--- src/rtl/pipe_skid_reg.sv ---
// pipe_skid_reg: valid/ready pipeline stage with two-entry skid buffer, flush-to-NOP and stall counter
module pipe_skid_reg #(
  parameter int          DW       = 32,
  parameter int          NCH      = 2,
  parameter int          SB_W     = 1,
  parameter logic [31:0] NOP_WORD = 32'h0000_0000,
  parameter int          CNT_W    = 16
) (
  input  logic                clk,
  input  logic                rst_n,
  input  logic                flush,
  input  logic                in_valid,
  output logic                in_ready,
  input  logic [NCH*DW-1:0]   in_data,
  input  logic [SB_W-1:0]     in_sb,
  output logic                out_valid,
  input  logic                out_ready,
  output logic [NCH*DW-1:0]   out_data,
  output logic [SB_W-1:0]     out_sb,
  output logic [1:0]          occupancy,
  output logic [CNT_W-1:0]    stall_cnt,
  input  logic                stall_clr
);
  localparam logic [DW-1:0]     NOP     = DW'(NOP_WORD);
  localparam logic [NCH*DW-1:0] NOP_ALL = {NCH{NOP}};
  logic                main_v_q, main_v_d, skid_v_q, skid_v_d, rdy_q, rdy_d;
  logic [NCH*DW-1:0]   main_data_q, main_data_d, skid_data_q, skid_data_d;
  logic [SB_W-1:0]     main_sb_q, main_sb_d, skid_sb_q, skid_sb_d;
  logic [CNT_W-1:0]    stall_q, stall_d;
  logic                in_fire, out_fire;
  assign in_fire   = in_valid & rdy_q;
  assign out_fire  = main_v_q & out_ready;
  assign in_ready  = rdy_q;
  assign out_valid = main_v_q;
  assign out_data  = main_data_q;
  assign out_sb    = main_sb_q;
  assign occupancy = {1'b0, main_v_q} + {1'b0, skid_v_q};
  assign stall_cnt = stall_q;
  // Entry movement: flush kills everything, otherwise skid drains first so order stays FIFO
  always_comb begin
    main_v_d    = main_v_q;
    main_data_d = main_data_q;
    main_sb_d   = main_sb_q;
    skid_v_d    = skid_v_q;
    skid_data_d = skid_data_q;
    skid_sb_d   = skid_sb_q;
    rdy_d       = rdy_q;
    if (flush) begin
      main_v_d    = 1'b0;
      main_data_d = NOP_ALL;
      main_sb_d   = '0;
      skid_v_d    = 1'b0;
      skid_data_d = NOP_ALL;
      skid_sb_d   = '0;
      rdy_d       = 1'b1;
    end else if (skid_v_q) begin
      if (out_fire) begin
        main_data_d = skid_data_q;
        main_sb_d   = skid_sb_q;
        skid_v_d    = 1'b0;
        rdy_d       = 1'b1;
      end
    end else if (!main_v_q || out_fire) begin
      main_v_d = in_fire;
      if (in_fire) begin
        main_data_d = in_data;
        main_sb_d   = in_sb;
      end
    end else if (in_fire) begin
      skid_v_d    = 1'b1;
      skid_data_d = in_data;
      skid_sb_d   = in_sb;
      rdy_d       = 1'b0;
    end
  end
  // Back-pressure counter: clear wins, otherwise saturating increment on a held entry
  always_comb begin
    stall_d = stall_clr ? '0 :
              (main_v_q && !out_ready && !(&stall_q)) ? stall_q + CNT_W'(1) : stall_q;
  end
  // State registers; in_ready lives in its own flop so it never depends on out_ready
  always_ff @(posedge clk or negedge rst_n) begin
    if (!rst_n) begin
      main_v_q    <= 1'b0;
      main_data_q <= NOP_ALL;
      main_sb_q   <= '0;
      skid_v_q    <= 1'b0;
      skid_data_q <= NOP_ALL;
      skid_sb_q   <= '0;
      rdy_q       <= 1'b1;
      stall_q     <= '0;
    end else begin
      main_v_q    <= main_v_d;
      main_data_q <= main_data_d;
      main_sb_q   <= main_sb_d;
      skid_v_q    <= skid_v_d;
      skid_data_q <= skid_data_d;
      skid_sb_q   <= skid_sb_d;
      rdy_q       <= rdy_d;
      stall_q     <= stall_d;
    end
  end
endmodule

--- config.mk ---
export PLATFORM = sky130hd
export DESIGN_NAME = pipe_skid_reg
export DESIGN_NICKNAME = d
export VERILOG_FILES = /design/src/rtl/pipe_skid_reg.sv
export SDC_FILE = /design/constraint.sdc
export NUM_CORES = 1
export LEC_CHECK = 0
export CORE_MARGIN = 2
export CORE_UTILIZATION = 35
export CTS_BUF_LIST = sky130_fd_sc_hd__clkbuf_16
export DETAILED_ROUTE_END_ITERATION = 8
export HOLD_SLACK_MARGIN = 0.05
export PLACE_DENSITY = 0.59
export SYNTH_ARGS = -nofsm -noshare
export SYNTH_HDL_FRONTEND = slang
export SYNTH_SLANG_ARGS = --single-unit
--- constraint.sdc ---
create_clock -name clk -period 2.14 [get_ports clk]
set_clock_uncertainty 0.05 [all_clocks]
set_input_delay 0.642 -clock clk [delete_from_list [all_inputs] [get_ports clk]]
set_output_delay 0.642 -clock clk [all_outputs]
set_load 0.1 [all_outputs]
# == After elaboration in Yosys (flattened, before gate mapping) ==
# Cells that the tools add are included.
# Widths: inputs -> output; s select.
# word_totals
out_inout_bits,85
register_bits,149
wordCells,63
input_bits,71
# classes
n_reduce_logical,16
bitwise,2
n_addsub,2
n_mux,31
eq_ne,4
# ops
cell,n
$mux 64,8
$mux 16,2
$mux 1,21
$add 16x1->16 const B,1
$reduce_and 16->1,1
$reduce_and 3->1,3
$reduce_bool 2->1,3
$reduce_bool 3->1,2
$ne 2x2->1 const B,2
$logic_not 1->1,3
$ne 3x2->1 const B,1
$ne 3x3->1 const B,1
$add 1x1->2,1
$and 1x1->1,2
$logic_and 1x1->1,2
$reduce_and 2->1,1
$logic_or 1x1->1,1

# == Depth between registers and ports, before layout ==
# logic_depth
word_depth,5
depth_mapped,7
ltp_nobuf,5

# == Worst setup path before layout ==
# OpenSTA, ideal clock, no wires.
# synth_timing
path_kind,reg-to-output
from,"register main_v_q, in the netlist out_valid"
to,output occupancy[1]
slack_ns,-0.483
path_buffers,0
required_ns,1.448
path_stages_with_launch,2
t_arrival_ns,1.931
path_cell_list,dfrtp_1 -> ha_1
# synth_between
elab_chain_len,1
# synth_lines
item,line_no,text
"start, declared",26,"logic main_v_q, main_v_d, skid_v_q, skid_v_d, rdy_q, rdy_d;"
"start signal, assigned",93,main_v_q <= main_v_d;
$add 1x1->2,37,"assign occupancy = {1'b0, main_v_q} + {1'b0, skid_v_q};"
"end, declared",20,"output logic [1:0] occupancy,"
# No other way between the ends.

# == Worst setup path after layout ==
# layout_timing
from,register skid_v_q
to,output occupancy[0]
# layout_between
elab_chain_len,1
# layout_lines
item,line_no,text
"start, declared",26,
"start signal, assigned",96,skid_v_q <= skid_v_d;
$add 1x1->2,37,
# No other way between the ends.

==> impl_metrics.toml <==
[run_status]
status = "complete, no violations"

[placement]
numPortBuffers = 155
pre_cts_slack_ns = -0.2504
dp_cells = 1078
place_hpwl_um = 12010
place.gp.congestion = 0.7988

[clocking]
clkTransAtPathRegs_ns = 0.07
clk_path_buf_depth = 2
insertion_delay_ns = 0.41
cts_tree = "yes"
numCtsBuffers = 17
cts-root-buf = "clkbuf_16"
cts_sinks = 149
cts_max_level = 4

[synth]
synth_area_leaders = "dfrtp_1 52%, mux2_2 10%, mux2i_1 9.4%, nand2_1 7.4%, a21oi_1 5.6%"
yosys_warnings = 0
ys_seq_area_share_pct = 52.84
synth_cell_type_count = 41
syn_area_um2 = 7059
syn_avg_cell_area_um2 = 10.40
syn_nets = 752
synth_top_area_cell = "dfrtp_1"
synth-seq-cells = 149
synth_edf_count = 0
async_reset_ff_share_pct = 100.0
syn_inst = 679
synth_top_area_share_pct = 52.46
synth_flop_cell = "dfrtp_1"

[finish]
fin_cells = 1112
fin_nets = 907
syn_to_final_growth_pct = 48.78
drive_gt1_share_pct = 28.22
final_core_util_pct = 53.44
num-fill-cells = 1721
antennaDiodeCount = 0

[critical_path]
crit_path_end_kind = "output pin"
cp_top_family = "flip-flops"
worst-path-stages = 2
crit_type = "register to output pin"
critical_path_arrival_ns = 1.36
crit_path_top_delay_cell = "dfrtp_4"
slowest_delay_ns = 0.49
r2r_cells = 5
path_cells = "ha_4 -> buf_12"
crit_fanout = 2
cp.required_ns = 1.45
path_buf_inv = 1
critPathLaunchType = "register"

[pwr]
p_int_w = 0.005886
p_comb_share_pct = 30.1
p_leak_nw = 4.389
p_sw_share_pct = 34.46
power_density_nw_per_um2 = 855.0
p_sw_w = 0.003094
ir_worst_vdd_mv = 0.5213
p_clk_share_pct = 34.3
pwr-share-seq_pct = 35.7

[hold_path]
min_path_type = "input pin to async pin"

[timing]
holdWs_ns = 0.08314
slew_violations = 0
setup_viol = 0
worstMarginPinSlew_ns = 0.5384
slew_headroom_pct = 63.99
fin_crit_ns = 2.053
fin_ws_ns = 0.08723
rsz0062_at_grt = "false"
hold_viol_final = 0
fmax_mhz = 487.1
fin_crit_sh_pct = 95.92

[die]
die_area_um2 = 21320
start_util_pct = 35.92
die_w_um = 146.0
chipHeight_um = 146.0
core_um2 = 19650
floorplan.rows = 51
ioPinCount = 156

[drt]
wl_um = 18080
avgRoutedWirePerCell_um = 16.26
ant_nets = 0
via_count = 5549
via_per_inst = 4.990
drc = 0
first_pass_iters = 5
drt-initial-drc-count = 248

[global_routing]
grt_max_degree = 94
antenna_found_initial = 0
gr-total-overflow = 0
grt_pass1_wl_um = 29880
grt_pass1_vias = 5693
gr-usage-all-layers_pct = 17.51

[flow_run]
max_cap_violations = 0
-- per-stage QoR --
stage               area (µm²)  TNS (ns)  power (W)
floorplan                 7088         0   0.004820
finish                   10500         0   0.008980
CTS                      10490         0   0.009074
global placement          9874    -29.35   0.005930
detailed placement        9874    -28.95   0.005965
global route             10500         0   0.009319
-- area by class of cell --
class | instances | area [µm²] | area share, %
clock inverter | 15 | 177.7 | 1.692
clock buffer | 17 | 425.4 | 4.051
timing repair buffer | 183 | 2711 | 25.82
tap | 265 | 331.6 | 3.157
multi-input combinational | 480 | 3085 | 29.38
inverter | 3 | 11.26 | 0.1072
sequential | 149 | 3760 | 35.80
-- worst reg2reg max path: stages (launching register included) --
cell and delay, ns:
dfrtp_4 0.45, ha_1 0.22, nand4_1 0.19, nor4b_4 0.53, nor2_2 0.12, mux2_4 0.32
-- state kept, by name, indices dropped and copies added, names as in the netlist --
name	count
in_ready	1
out_data	64
out_sb	1
out_valid	1
skid_data_q	64
skid_sb_q	1
skid_v_q	1
stall_cnt	16
-- layout by cell type, fill, tap and decap left out, types with 2 or more instances in the layout --
cell type / Yosys / layout
a21oi_1: 79 / 79
clkdlybuf4s50_1: 0 / 68
buf_4: 3 / 21
bufinv_16: 0 / 3
o21ai_0: 5 / 5
inv_1: 3 / 4
mux2i_1: 66 / 66
dfrtp_1: 148 / 130
nor2_1: 70 / 69
and3_1: 2 / 2
nand4_4: 2 / 2
nor3_2: 2 / 2
and4_1: 2 / 2
nor2b_1: 3 / 3
clkbuf_16: 0 / 17
or3_1: 4 / 4
mux2_2: 65 / 65
dfrtp_4: 0 / 3
clkinv_2: 0 / 2
a211oi_1: 2 / 2
or4_1: 6 / 6
buf_12: 0 / 93
inv_6: 0 / 4
dfrtp_2: 0 / 15
nand4_1: 3 / 3
nand3_1: 5 / 5
clkinvlp_4: 0 / 2
nand2_1: 140 / 140
o31ai_1: 6 / 6
mux2_1: 2 / 2
-- power by group through the flow --
stage | clock [W] | sequential (W) | combinational, W
finish | 0.00308 | 0.00320 | 0.00270
global route | 0.00329 | 0.00323 | 0.00280
global placement | 0 | 0.00326 | 0.00267
detailed placement | 0 | 0.00326 | 0.00270
floorplan | 0 | 0.00427 | 0.000555
CTS | 0.00315 | 0.00321 | 0.00272
-- timing repair --
action                     in CTS  in global routing
setup endpoints to repair       1                  1
pin swaps                       0                  0
gates cloned                    0                  0
hold buffers                    0                  0
buffers inserted                2                  0
gates resized for setup         0                  1
-- layer usage --
| layer | track usage [%] | vias to the layer above | wire [µm] | share of wire [%] |
|---|---|---|---|---|
| met5 | 0 | - | 0 | 0 |
| met4 | 6.165 | 0 | 244 | 1.3 |
| met3 | 3.938 | 19 | 869 | 4.8 |
| met2 | 28.40 | 145 | 8749 | 48 |
| met1 | 23.19 | 2754 | 8219 | 45 |
| li1 | - | 2631 | - | - |
-- cell usage after synthesis (all sizes together), types with 3 or more instances --
library cell  count
o21ai             5
nor2b             3
nor3              3
mux2             68
buf              29
nand3             5
nor2             71
o31ai             6
a21oi            79
or4               6
nand4             5
inv               3
or3               4
dfrtp           148
clkbuf           18
nand2           140
mux2i            66
-- worst paths after layout --
path	slack (ns)	to	startpoint
min in group clk	0.47	skid_data_q[21]$_DFFE_PN0P_	skid_data_q[21]$_DFFE_PN0P_
worst min register to register	0.47	skid_data_q[21]$_DFFE_PN0P_	skid_data_q[21]$_DFFE_PN0P_
worst min-delay path	0.08	skid_data_q[15]$_DFFE_PN0P_	rst_n
worst max register to register	0.14	stall_cnt[0]$_DFFE_PN0P_	stall_cnt[0]$_DFFE_PN0P_
worst max-delay path	0.09	occupancy[0]	skid_v_q$_DFF_PN0_
max in group asynchronous	1.30	out_data[51]$_DFFE_PN0P_	rst_n
-- logic make-up after synthesis --
| family | share of synthesized area [%] |
|---|---|
| fa+ha+maj | 0.3544 |
| mux | 20.26 |
| compound gates | 7.373 |
| flops | 52.84 |
| simple gates | 15.42 |
| buf+inv | 3.757 |
No activity file was read; power rests on OpenSTA's default activity.
